`config.mk`:
```
export PLATFORM = sky130hd
export DESIGN_NAME = alu_result_skid
export DESIGN_NICKNAME = d
export VERILOG_FILES = /design/src/rtl/alu_pkg.sv /design/src/rtl/alu_pipe_entry.sv /design/src/rtl/alu_result_skid.sv
export SDC_FILE = /design/constraint.sdc
export NUM_CORES = 1
export LEC_CHECK = 0
export ABC_AREA = 1
export ABC_CLOCK_PERIOD_IN_PS = 3000
export CAP_MARGIN = 20
export CORE_MARGIN = 2
export CORE_UTILIZATION = 38
export DETAILED_ROUTE_END_ITERATION = 12
export HOLD_SLACK_MARGIN = 0.1
export MAX_ROUTING_LAYER = met4
export SETUP_SLACK_MARGIN = 0.5
export SYNTH_ARGS = -nofsm -noshare
export SYNTH_HDL_FRONTEND = slang
export SYNTH_SLANG_ARGS = --single-unit
```
`constraint.sdc`:
```
create_clock -name clock -period 3 [get_ports clock]
set_input_delay 0.6 -clock clock [delete_from_list [all_inputs] [get_ports clock]]
set_output_delay 0.6 -clock clock [all_outputs]
set_load 0.05 [all_outputs]
```
`src/rtl/alu_pkg.sv`:
```
// alu_pkg: shared ALU widths, control codes and result-skid state encoding
package alu_pkg;
  localparam int ALU_DATA_W = 16;
  typedef enum logic [2:0] {
    ALU_AND = 3'd0,
    ALU_OR  = 3'd1,
    ALU_ADD = 3'd2,
    ALU_SUB = 3'd3,
    ALU_SL  = 3'd4,
    ALU_SRL = 3'd5,
    ALU_SRA = 3'd6,
    ALU_SLT = 3'd7
  } alu_op_t;
  typedef enum logic [1:0] {
    EMPTY = 2'd0,
    ONE   = 2'd1,
    FULL  = 2'd2
  } skid_state_t;
endpackage

```
`src/rtl/alu_pipe_entry.sv`:
```
// alu_pipe_entry: load-enabled, synchronously clearable {result, is_zero, tag} register
module alu_pipe_entry #(
  parameter int W = 21
) (
  input  logic         clock,
  input  logic         clear,
  input  logic         load,
  input  logic [W-1:0] d,
  output logic [W-1:0] q
);
  always_ff @(posedge clock)
    if (clear) q <= '0;
    else if (load) q <= d;
endmodule

```
`src/rtl/alu_result_skid.sv`:
```
// alu_result_skid: 2-entry skid buffer on the ALU result; in_ready is decoded from state only.
// Optional ALU_OUT_STALL_CNT_EN adds a saturating stall_count of out_valid & ~out_ready cycles.
module alu_result_skid
  import alu_pkg::*;
#(
  parameter int DATA_W = ALU_DATA_W,
  parameter int TAG_W  = 4
) (
  input  logic              clock,
  input  logic              reset,
  input  logic              flush,
  input  logic              in_valid,
  output logic              in_ready,
  input  logic [DATA_W-1:0] in_result,
  input  logic              in_is_zero,
  input  logic [TAG_W-1:0]  in_tag,
  output logic              out_valid,
  input  logic              out_ready,
  output logic [DATA_W-1:0] out_result,
  output logic              out_is_zero,
  output logic [TAG_W-1:0]  out_tag
`ifdef ALU_OUT_STALL_CNT_EN
  ,
  output logic [15:0]       stall_count
`endif
);
  localparam int EW = DATA_W + 1 + TAG_W;
  skid_state_t state, state_next;
  logic load_main, load_skid, in_fire, out_fire;
  logic [EW-1:0] in_word, main_d, main_q, skid_q;
  assign in_word = {in_result, in_is_zero, in_tag};
  assign in_ready = state != FULL;
  assign out_valid = state != EMPTY;
  assign in_fire = in_valid & in_ready;
  assign out_fire = out_valid & out_ready;
  assign {out_result, out_is_zero, out_tag} = main_q;
  always_ff @(posedge clock)
    state <= reset ? EMPTY : state_next;
  always_comb begin
    state_next = state;
    load_main = 1'b0;
    load_skid = 1'b0;
    main_d = in_word;
    case (state)
      EMPTY: if (in_fire) begin
        load_main = 1'b1;
        state_next = ONE;
      end
      ONE: begin
        load_main = in_fire & out_fire;
        load_skid = in_fire & ~out_fire;
        state_next = in_fire ? (out_fire ? ONE : FULL) : (out_fire ? EMPTY : ONE);
      end
      FULL: if (out_fire) begin
        load_main = 1'b1;
        main_d = skid_q;
        state_next = ONE;
      end
      default: state_next = EMPTY;
    endcase
    // flush drops both entries and whatever is being offered this cycle
    if (flush) begin
      state_next = EMPTY;
      load_main = 1'b0;
      load_skid = 1'b0;
    end
  end
  alu_pipe_entry #(.W(EW)) u_main (
    .clock(clock), .clear(reset), .load(load_main), .d(main_d), .q(main_q)
  );
  alu_pipe_entry #(.W(EW)) u_skid (
    .clock(clock), .clear(reset), .load(load_skid), .d(in_word), .q(skid_q)
  );
`ifdef ALU_OUT_STALL_CNT_EN
  always_ff @(posedge clock)
    if (reset) stall_count <= '0;
    else if (out_valid & ~out_ready & (stall_count != 16'hFFFF)) stall_count <= stall_count + 16'd1;
`endif
endmodule

```
Yosys cells after proc, flatten, opt, wreduce, memory -nomap -nowiden. Index checks and enable logic that the tools add are counted.

Eq/ne operators: 5. Multiplexer cells: 14. Bitwise gates (word level): 5. Reduce and logical (&&, ||, !) cells: 4.

Operators with widths (count): 2-to-1 mux 21 bit (2); 2-to-1 mux 2 bit (4); 2-to-1 mux 1 bit (6); inequality test 2 bit, second input constant (3); case mux 2 bit (3 select lines) (1); bitwise AND 1 bit (4); case mux 1 bit (3 select lines) (1); equality test 2 x 1 -> 1 bit, second input constant (1); equality test 2 bit, second input constant (1); logical NOT 2 bit (1); AND reduction 2 bit (1); nonzero test 2 bit (1); OR reduction 2 bit (1); inverter 1 bit (1).

Bits in registers: 44. Output and inout port bits: 23.

Depth between registers and ports, before layout. Gate-level depths: netlist (run 1).

Depth after elaboration: 6. Gate-level depth with buffers: 12. Mapped depth without buffers: 11.

Hierarchy. Synthesis (run 1) repeated with hierarchy kept, for this count alone.

Cell total of the unflattened synthesis: 368. Area total of the unflattened synthesis: 2242.2 sq um.

By module, submodules not included: alu_pipe_entry (times used 2, cells each 134, area each 889.6 sq um, seq. area each 420.4 sq um); alu_result_skid (times used 1, cells each 100, area each 462.9 sq um, seq. area each 40.0 sq um).

Least setup slack after synthesis (run 1). No wires, ideal clock.

Path kind: flip-flop to flip-flop. Start point: register state[0]. End point: register u_skid.q[0]. Setup time: 116 ps. Data arrival time: 1696 ps. Slack: 1188 ps. Stages on the path, launching flop included: 12. Path buffers: 1. Cell sequence: dfxtp_1 -> inv_2 -> nand2_1 -> inv_1 -> nor2_1 -> ha_1 -> nand2_1 -> nor2_2 -> inv_1 -> buf_2 -> nor2_1 -> nor2_1.

RTL lines: start, declared (RTL line alu_result_skid.sv:28) `skid_state_t state, state_next;`; start signal, assigned (RTL line alu_result_skid.sv:38) `state <= reset ? EMPTY : state_next;`; inequality test 2 bit (RTL line alu_result_skid.sv:32) `assign in_ready = state != FULL;`; net in_ready (RTL line alu_result_skid.sv:13) `output logic in_ready,`; bitwise AND 1 bit (RTL line alu_result_skid.sv:34) `assign in_fire = in_valid & in_ready;`; bitwise AND 1 bit (RTL line alu_result_skid.sv:51) `load_skid = in_fire & ~out_fire;`; 2-to-1 mux 1 bit (RTL line alu_result_skid.sv:44) `case (state)`; 2-to-1 mux 1 bit (RTL line alu_result_skid.sv:62) `if (flush) begin`; end signal, assigned (RTL line alu_pipe_entry.sv:12) `if (clear) q <= '0;`; end signal, assigned (RTL line alu_pipe_entry.sv:13) `else if (load) q <= d;`; end, declared (RTL line alu_pipe_entry.sv:9) `output logic [W-1:0] q`.

The timed path passes the listed nets, and every way through them passes these cells. A chain may end at the register's enable or synchronous reset.

Final worst setup path (run 1).
Start point: register state[1]. End point: output port out_valid.

Word-level cells in the longest chain between the ends: 1.

Ends and longest elaborated chain: nonzero test 2 bit (RTL line alu_result_skid.sv:33) `assign out_valid = state != EMPTY;`; end, declared (RTL line alu_result_skid.sv:17) `output logic out_valid,`.

No other way between the ends.

==> results of run 1 <==
## layout by cell type (no fill, tap or decap)
| cell type | n |
|---|---|
| nand2_2 | 1 |
| nor2_4 | 1 |
| buf_4 | 4 |
| nand2_1 | 110 |
| nor3_1 | 1 |
| o21ai_0 | 17 |
| clkbuf_8 | 6 |
| o21a_1 | 1 |
| nand3_1 | 1 |
| clkinv_4 | 1 |
| inv_1 | 31 |
| ha_1 | 2 |
| a21oi_1 | 1 |
| nand3_2 | 1 |
| bufinv_16 | 1 |
| nor2_1 | 88 |
| inv_2 | 1 |
| clkdlybuf4s50_1 | 48 |
| dfxtp_1 | 44 |
| o21ai_1 | 5 |
| nand3_4 | 1 |
## repair_timing
action | in CTS | in global routing
hold buffers | 0 | 0
endpoints found under the setup margin | 0 | 19
gates resized for setup | 0 | 1
## flip-flops by register name (all words and copies together), names as in the netlist
name and count:
state 2, u_main.q 21, u_skid.q 21
## stage by stage
step                setup WS (ns)  hold WS [ns]
floorplan                    1.19         0.464
global placement            0.243         0.483
detailed placement          0.180         0.486
CTS                         0.507         0.511
global route                0.541         0.537
finish                      0.634         0.507
## kinds of logic (layout without fill, tap and decap cells)
group / after synthesis / count (layout) / synth area share [%]
and+or+nand+nor: 204 / 204 / 38.5
buffers and inverters: 48 / 92 / 11.5
DFF: 44 / 44 / 42.8
AOI/OAI and AO/OA: 24 / 24 / 5.95
adders and majority gates: 2 / 2 / 1.21
## power breakdown
| part | leakage [nW] | internal [mW] | switching (mW) | total, mW |
|---|---|---|---|---|
| sequential | 0.359 | 0.613 | 0.0135 | 0.626 |
| clock | 0.0614 | 0.272 | 0.210 | 0.482 |
| combinational | 0.914 | 0.0985 | 0.159 | 0.257 |
## layout make-up
| type | count | area share (%) |
|---|---|---|
| clock buffer | 6 | 3.10 |
| clock inverter | 2 | 1.45 |
| inverter | 32 | 4.50 |
| multi-input combinational | 230 | 35.5 |
| sequential | 44 | 33.0 |
| tap | 70 | 3.28 |
| timing repair buffer | 52 | 19.1 |
## critical path, stage by stage (launching register included)
cell	delay [ns]
dfxtp_1	0.47
nor2_1	0.12
inv_1	0.08
clkdlybuf4s50_1	0.80
## routing by layer
layer	GRT usage (%)	vias up	wire [um]	share of wire, %
met5	-	-	0	0
met1	20.2	818	2170	49
met3	4.19	6	157	3.6
met4	5.89	0	69	1.6
met2	25.3	34	2010	46
li1	-	1036	-	-
## worst paths after layout
kind | slack [ns] | endpoint | cells after the start
max | 0.63 | out_valid | 3
min | 0.51 | u_skid.q[10] | 2
max reg2reg | 1.03 | u_skid.q[17] | 11
min reg2reg | 0.51 | u_skid.q[10] | 2
==> impl_metrics.env, run 1 <==
export IMPL_finalMaxSlewViolations=0
export IMPL_yosysUniqueCellTypes=21
export IMPL_slew_headroom_pct=65.8
export IMPL_drt_iter0_markers=133
export IMPL_placed_cell_area_um2=2540
export IMPL_grt_pass1_wl_um=7730
export IMPL_multi_input_comb_area_um2=946
export IMPL_core_um2=5170
export IMPL_fin_util_pct=51.5
export IMPL_synthesis_nets=350
export IMPL_status="complete, no violations"
export IMPL_numPlacedInstances=428
export IMPL_worstSetupPathType="flop to primary output"
export IMPL_finalSetupTns_ns=0
export IMPL_seqCellArea_um2=881
export IMPL_min_delay_path_class="flop to flop"
export IMPL_gp_congestion=0.776
export IMPL_worstSetupStartpointType="flop"
export IMPL_cp_end_kind="primary output"
export IMPL_wl_um=4400
export IMPL_grt_use_total_pct=16.2
export IMPL_ys_top_cells_by_area="dfxtp_1, nand2_1, nor2_1"
export IMPL_p_leak_nw=1.33
export IMPL_synth_area_um2=2060
export IMPL_num_nets_final=393
export IMPL_synthFlopType="dfxtp_1"
export IMPL_viasPerCell=4.34
export IMPL_syn_inst=322
export IMPL_first_global_vias=1739
export IMPL_report_final_hold_viol_count=0
export IMPL_timing_final_crit_share_pct=78.9
export IMPL_cap_violations=0
export IMPL_worst_pin_slew_ns=0.512
export IMPL_stdcell_area_um2=2670
export IMPL_power_density_nw_per_um2=512
export IMPL_port_buffers=48
export IMPL_ctsHtreeMaxLevel=2
export IMPL_fp_dieH_um=77.6
export IMPL_synth_top_area_share_pct=42.8
export IMPL_postRouteAntennaNets=0
export IMPL_n_antenna_cell=0
export IMPL_firstDrtPassIters=4
export IMPL_clock_skew_ns=0.0113
export IMPL_start_util_pct=39.8
export IMPL_fill_cells=527
export IMPL_clock_latency_ns=0.30
export IMPL_crit_path_start="state[1]"
export IMPL_yosysWarningCount=0
export IMPL_yosysTopAreaCell="dfxtp_1"
export IMPL_grt_overflow_total=0
export IMPL_die_w_um=77.6
export IMPL_async_reset_ff_share_pct=0
export IMPL_vias=1894
export IMPL_wire_per_inst_um=10.1
export IMPL_num_rows=26
export IMPL_grt_max_degree=44
export IMPL_yosys_top_cells_count="nand2_1, nor2_1, dfxtp_1"
export IMPL_post_dp_hpwl_um=2800
export IMPL_path_clk_slew_ns=0.08
export IMPL_drive_gt1_share_pct=4.64
export IMPL_fmax_mhz=423
export IMPL_final_instance_count_excl_fill=436
export IMPL_arrival_ns=1.77
export IMPL_ys_ff_latch=44
export IMPL_area_delta_synth_final_pct=29.5
export IMPL_io_pins=49
export IMPL_cts_tree="done"
export IMPL_syn_avg_cell_area_um2=6.40
export IMPL_antenna_found_initial=0
export IMPL_setup_violations=0
export IMPL_cts_setup_buffers=0
export IMPL_yosysMostFrequentCell="nand2_1"
export IMPL_hold_path_startpoint="u_skid.q[10]"
export IMPL_cts_inserted_buffers=5
export IMPL_power_mw=1.37
export IMPL_required_ns=2.40
export IMPL_seq_area_frac_synth_pct=42.8
export IMPL_worstPathMaxFanout=6
export IMPL_root_buffer="clkbuf_8"
export IMPL_peakVddDrop_uv=297
export IMPL_fin_crit_ns=2.37
export IMPL_cts_buffer_depth=2
export IMPL_reg2reg_from="state[0]"
export IMPL_die_area_um2=6020
export IMPL_rsz0062_at_grt="no"
export IMPL_synth_edff_count=0
export IMPL_drc=0
export IMPL_clock_sinks=44
No activity file was read; power rests on OpenSTA's default activity.
==> run 2, diff against run 1 <==
- ABC_CLOCK_PERIOD_IN_PS: 3000 -> 2100
- PLACE_DENSITY: unset -> 0.66
- clock period: 3 -> 2.1 ns (I/O delays scaled with it)
==> run 2 against run 1 <==
Against the previous run: largest cell class unchanged; sequential share of layout area shrank 5.0 points; via count rose by 12%; routed wire length grew 30%; design area rose by 18%; total power increased by 47%; worst hold slack improved by 0.0026 ns; critical path type is now flop to flop.
==> impl_metrics.env, run 2 (synthesized netlist as in run 1, its figures left out) <==
export IMPL_r2r_slack_ns=0.49
export IMPL_ctsHoldBuffers=0
export IMPL_reg2reg_from="state[0]"
export IMPL_path_clk_slew_ns=0.09
export IMPL_viasPerCell=4.66
export IMPL_numPlacedInstances=432
export IMPL_slowest_delay_ns=0.35
export IMPL_required_ns=2.30
export IMPL_min_to="u_skid.q[15]"
export IMPL_arrival_ns=1.81
export IMPL_grt_pass1_wl_um=8680
export IMPL_p_leak_nw=1.55
export IMPL_start_util_pct=39.8
export IMPL_wl_um=5710
export IMPL_worst_slack_ns=0.488
export IMPL_holdWs_ns=0.510
export IMPL_grt_overflow_total=0
export IMPL_root_buffer="clkbuf_8"
export IMPL_fin_util_pct=61.0
export IMPL_drive_gt1_share_pct=25.5
export IMPL_multi_input_comb_area_um2=1160
export IMPL_slew_headroom_pct=67.2
export IMPL_layout_commonest_cell="nand2_1"
export IMPL_area_delta_synth_final_pct=53.2
export IMPL_ctsHtreeMaxLevel=2
export IMPL_hold_depth=2
export IMPL_post_dp_hpwl_um=2970
export IMPL_core_um2=5170
export IMPL_grt_max_degree=44
export IMPL_num_nets_final=412
export IMPL_worstRegToRegCells=11
export IMPL_place_ws_ns=0.0781
export IMPL_n_antenna_cell=0
export IMPL_io_pins=49
export IMPL_reg_top3="u_main.q (21), u_skid.q (21), state (2)"
export IMPL_status="complete, no violations"
export IMPL_peakVddDrop_uv=250
export IMPL_die_w_um=77.6
export IMPL_fmax_mhz=620
export IMPL_worstSetupPathType="flop to flop"
export IMPL_gp_congestion=0.754
export IMPL_postRouteAntennaNets=0
export IMPL_fill_cells=467
export IMPL_crit_chain="buf_6, nor2_4, nor2_4, inv_2, ha_4, nand2_4, nor2_4, inv_4, buf_12, nor2_1, nor2_1"
export IMPL_antenna_found_initial=0
export IMPL_slowest_stage="dfxtp_2"
export IMPL_seqCellArea_um2=886
export IMPL_crit_top_cell="nor2_4"
export IMPL_worstSetupStartpointType="flop"
export IMPL_port_buffers=48
export IMPL_fin_crit_ns=1.61
export IMPL_timing_final_crit_share_pct=76.8
export IMPL_cp_end_kind="flop"
export IMPL_firstDrtPassIters=5
export IMPL_grt_use_total_pct=18.7
export IMPL_cts_tree="done"
export IMPL_fp_dieH_um=77.6
export IMPL_first_global_vias=1955
export IMPL_setup_violations=0
export IMPL_hold_path_startpoint="u_skid.q[15]"
export IMPL_report_final_hold_viol_count=0
export IMPL_drc=0
export IMPL_rsz0062_at_grt="yes"
export IMPL_cts_buffer_depth=2
export IMPL_clock_sinks=44
export IMPL_wire_per_inst_um=12.5
export IMPL_worstPathMaxFanout=11
export IMPL_drt_iter0_markers=106
export IMPL_final_instance_count_excl_fill=455
export IMPL_final_cell_mix="nand2_1, nor2_1, dfxtp_1"
export IMPL_worst_pin_slew_ns=0.494
export IMPL_cts_inserted_buffers=5
export IMPL_cap_violations=0
export IMPL_num_rows=26
export IMPL_finalMaxSlewViolations=0
export IMPL_r2r_end="u_skid.q[9]"
export IMPL_clock_skew_ns=0.00540
export IMPL_die_area_um2=6020
export IMPL_vias=2121
export IMPL_finalSetupTns_ns=0
export IMPL_min_delay_path_class="flop to flop"
export IMPL_clock_latency_ns=0.30
export IMPL_power_density_nw_per_um2=638
[run 2: changes by cell type in the layout (fill, tap and decap cells not counted), sizes merged]
cell,delta
buf,+17
clkbuf,+15
clkdlybuf4s15,+10
clkdlybuf4s50,-25
dlygate4sd2,+2
[run 2: worst max-delay path, delay by kind of cell (launching register included)]
family	cells	cell delay, ns
AND/OR/NAND/NOR	6	0.59
adder cells (fa/ha/maj)	1	0.14
flip-flops	1	0.35
buffers and inverters	4	0.43
[run 2: stage by stage]
| stage | power, mW | cell area [um2] |
|---|---|---|
| after floorplan | 1.16 | 2070 |
| after global placement | 1.29 | 2630 |
| after detailed placement | 1.29 | 2630 |
| after CTS | 1.94 | 2870 |
| after global routing | 2.10 | 3150 |
| final | 2.01 | 3150 |
[run 2: how the worst max path moves through the flow]
stage,startpoint,to,slack [ns]
2_1_floorplan,state[1],u_main.q[12],0.51
3_3_place_gp,out_ready,u_main.q[7],0.09
3_5_place_dp,out_ready,u_main.q[7],0.08
4_1_cts,state[0],in_ready,0.41
5_1_grt,state[0],u_skid.q[9],0.41
6_report,state[0],u_skid.q[9],0.49
[run 2: routing by layer]
metal	routed length [um]	up-vias	part of all wire (%)	GRT usage, %
met5	0	-	0	-
met1	2350	982	41	21.3
met4	78	0	1.4	7.86
li1	-	1082	-	-
met3	268	7	4.7	4.77
met2	3010	50	53	31.1
[run 2: cell type report]
| cell class | instances | share of cell area, % |
|---|---|---|
| multi-input combinational | 230 | 36.9 |
| tap | 70 | 2.78 |
| timing repair buffer | 71 | 24.8 |
| sequential | 44 | 28.1 |
| clock inverter | 2 | 1.11 |
| inverter | 32 | 4.05 |
| clock buffer | 6 | 2.30 |
[run 2: repair_timing]
action                     CTS  global route
setup endpoints to repair   65            65
gates resized for setup     43            96
pin swaps                    5            15
gates cloned                 3             3
setup buffers                4             5
[run 2: where the power goes]
part           internal (mW)  switching, mW
Sequential             0.874         0.0202
Combinational          0.189          0.281
Clock                  0.353          0.296
Total                   1.42          0.597
==> run 3, diff against run 2 <==
- ABC_CLOCK_PERIOD_IN_PS: 2100 -> 1590
- PLACE_DENSITY: 0.66 -> unset
- clock period: 2.1 -> 1.59 ns (I/O delays scaled with it)
==> run 3 against run 2 <==
Against the previous run: design area increased by 0.71%; sequential share of layout area is 0.71 points higher; combinational power is 28% higher; final cell count unchanged; total power grew 27%; clock power increased by 15%; flip-flop and latch count is the same; non-clock buffer count increased by 2; global-route usage is 0.73 points lower; clock skew grew 0.00062 ns; critical endpoint is now u_skid.q[19]; largest cell class unchanged.
==> impl_metrics.env, run 3 (synthesized netlist as in run 1, its figures left out) <==
export IMPL_status="complete, no violations"
export IMPL_die_w_um=77.6
export IMPL_crit_chain="nor2_4, nor2_4, inv_2, ha_4, nand2_4, nor2_4, buf_12, buf_12, o21ai_0, nor2_1"
export IMPL_fin_util_pct=61.4
export IMPL_clock_sinks=44
export IMPL_num_rows=26
export IMPL_timing_final_crit_share_pct=96.0
export IMPL_grt_use_total_pct=17.9
export IMPL_fin_crit_ns=1.53
export IMPL_drc=0
export IMPL_root_buffer="clkbuf_8"
export IMPL_min_delay_path_class="input pin to flop"
export IMPL_worstSetupPathType="flop to flop"
export IMPL_io_pins=49
export IMPL_peakVddDrop_uv=378
export IMPL_slowest_stage="dfxtp_4"
export IMPL_cts_buffer_depth=2
export IMPL_p_leak_nw=1.58
export IMPL_wl_um=4990
export IMPL_clock_skew_ns=0.00601
export IMPL_stdcell_area_um2=3180
export IMPL_die_area_um2=6020
export IMPL_power_density_nw_per_um2=803
export IMPL_grt_overflow_total=0
export IMPL_worstSetupStartpointType="flop"
export IMPL_fmax_mhz=655
export IMPL_grt_max_degree=42
export IMPL_placed_cell_area_um2=2670
export IMPL_worst_slack_ns=0.0630
export IMPL_seqPwrFrac_pct=47.2
export IMPL_fp_dieH_um=77.6
export IMPL_setup_violations=0
export IMPL_slew_headroom_pct=86.0
export IMPL_p_sw_share_pct=28.6
export IMPL_p_sw_uw=728
export IMPL_finalMaxSlewViolations=0
export IMPL_gp_congestion=0.749
export IMPL_grt_pass1_wl_um=8380
export IMPL_worst_path_buf_inv=3
export IMPL_intPower_mw=1.82
export IMPL_clock_latency_ns=0.29
export IMPL_postRouteAntennaNets=0
export IMPL_finalSetupTns_ns=0
export IMPL_p_clk_share_pct=29.3
export IMPL_path_clk_slew_ns=0.08
export IMPL_start_util_pct=39.8
export IMPL_firstDrtPassIters=4
export IMPL_viasPerCell=4.35
export IMPL_reg_top3="u_main.q (21), u_skid.q (21), state (2)"
export IMPL_core_um2=5170
export IMPL_slowest_delay_ns=0.41
export IMPL_drive_gt1_share_pct=26.8
export IMPL_arrival_ns=1.71
export IMPL_place_ws_ns=-0.327
export IMPL_port_buffers=48
export IMPL_num_nets_final=414
export IMPL_fill_cells=478
export IMPL_report_final_hold_viol_count=0
export IMPL_cts_inserted_buffers=5
export IMPL_worstPathMaxFanout=6
export IMPL_crit_top_cell="nor2_4"
export IMPL_worst_pin_slew_ns=0.208
export IMPL_cap_violations=0
export IMPL_path_delay_family="flip-flops"
export IMPL_layout_commonest_cell="nand2_1"
export IMPL_area_delta_synth_final_pct=54.3
export IMPL_ctsHtreeMaxLevel=2
export IMPL_drt_iter0_markers=100
export IMPL_final_cell_mix="nand2_1, nor2_1, inv_1"
export IMPL_vias=1977
export IMPL_power_mw=2.55
export IMPL_combPwrFrac_pct=23.5
export IMPL_antenna_found_initial=0
export IMPL_cp_end_kind="flop"
export IMPL_first_global_vias=1806
export IMPL_n_antenna_cell=0
export IMPL_post_dp_hpwl_um=3000
export IMPL_cts_tree="done"
export IMPL_required_ns=1.77
export IMPL_wire_per_inst_um=11.0
export IMPL_rsz0062_at_grt="yes"
## run 3: path summary, 6_finish.rpt
path / from / endpoint / slack [ns] / cells past startpoint
max: state[1] / u_skid.q[19] / 0.06 / 10
min: out_ready / state[1] / 0.49 / 4
max reg2reg: state[1] / u_skid.q[19] / 0.06 / 10
min reg2reg: u_skid.q[2] / u_skid.q[2] / 0.49 / 2
## run 3: power by group through the flow
stage | registers [mW] | logic (mW) | clock network (mW)
floorplan | 1.34 | 0.192 | 0
global placement | 1.21 | 0.511 | 0
detailed placement | 1.21 | 0.509 | 0
CTS | 1.20 | 0.570 | 0.773
global route | 1.21 | 0.649 | 0.842
finish | 1.20 | 0.600 | 0.747
## run 3: what timing repair did
| action | 4_1_cts | 5_1_grt |
|---|---|---|
| resized for setup | 73 | 24 |
| pin swaps | 2 | 7 |
| gates cloned | 1 | 2 |
| endpoints found under the setup margin | 67 | 67 |
| hold buffers | 0 | 0 |
| buffers inserted | 7 | 3 |
## run 3: layout make-up
cell class              count  area (um2)  area share [%]
multi-input cells         230        1040            32.8
inverters                  32         133            4.17
flip-flops and latches     44         915            28.8
well taps                  70        87.6            2.76
repair buffers             73         907            28.6
clock buffers               6        93.8            2.95
## run 3: metrics by stage
stage               instances  hold slack [ns]
floorplan                 322            0.453
CTS                       450            0.480
global route              455            0.523
global placement          436            0.475
detailed placement        436            0.481
finish                    455            0.495
## run 3: per-layer routing
| layer | vias to the layer above | routed length [um] | global-route usage, % |
|---|---|---|---|
| li1 | 1080 | - | - |
| met3 | 6 | 148 | 3.72 |
| met1 | 860 | 2350 | 21.6 |
| met2 | 31 | 2430 | 30.0 |
| met5 | - | 0 | - |
| met4 | 0 | 72 | 5.89 |
## run 3: worst min-delay path, cell delays in order
cell,delay [ns]
dlygate4sd2_1,0.22
inv_2,0.06
nand2_1,0.10
a21oi_2,0.05
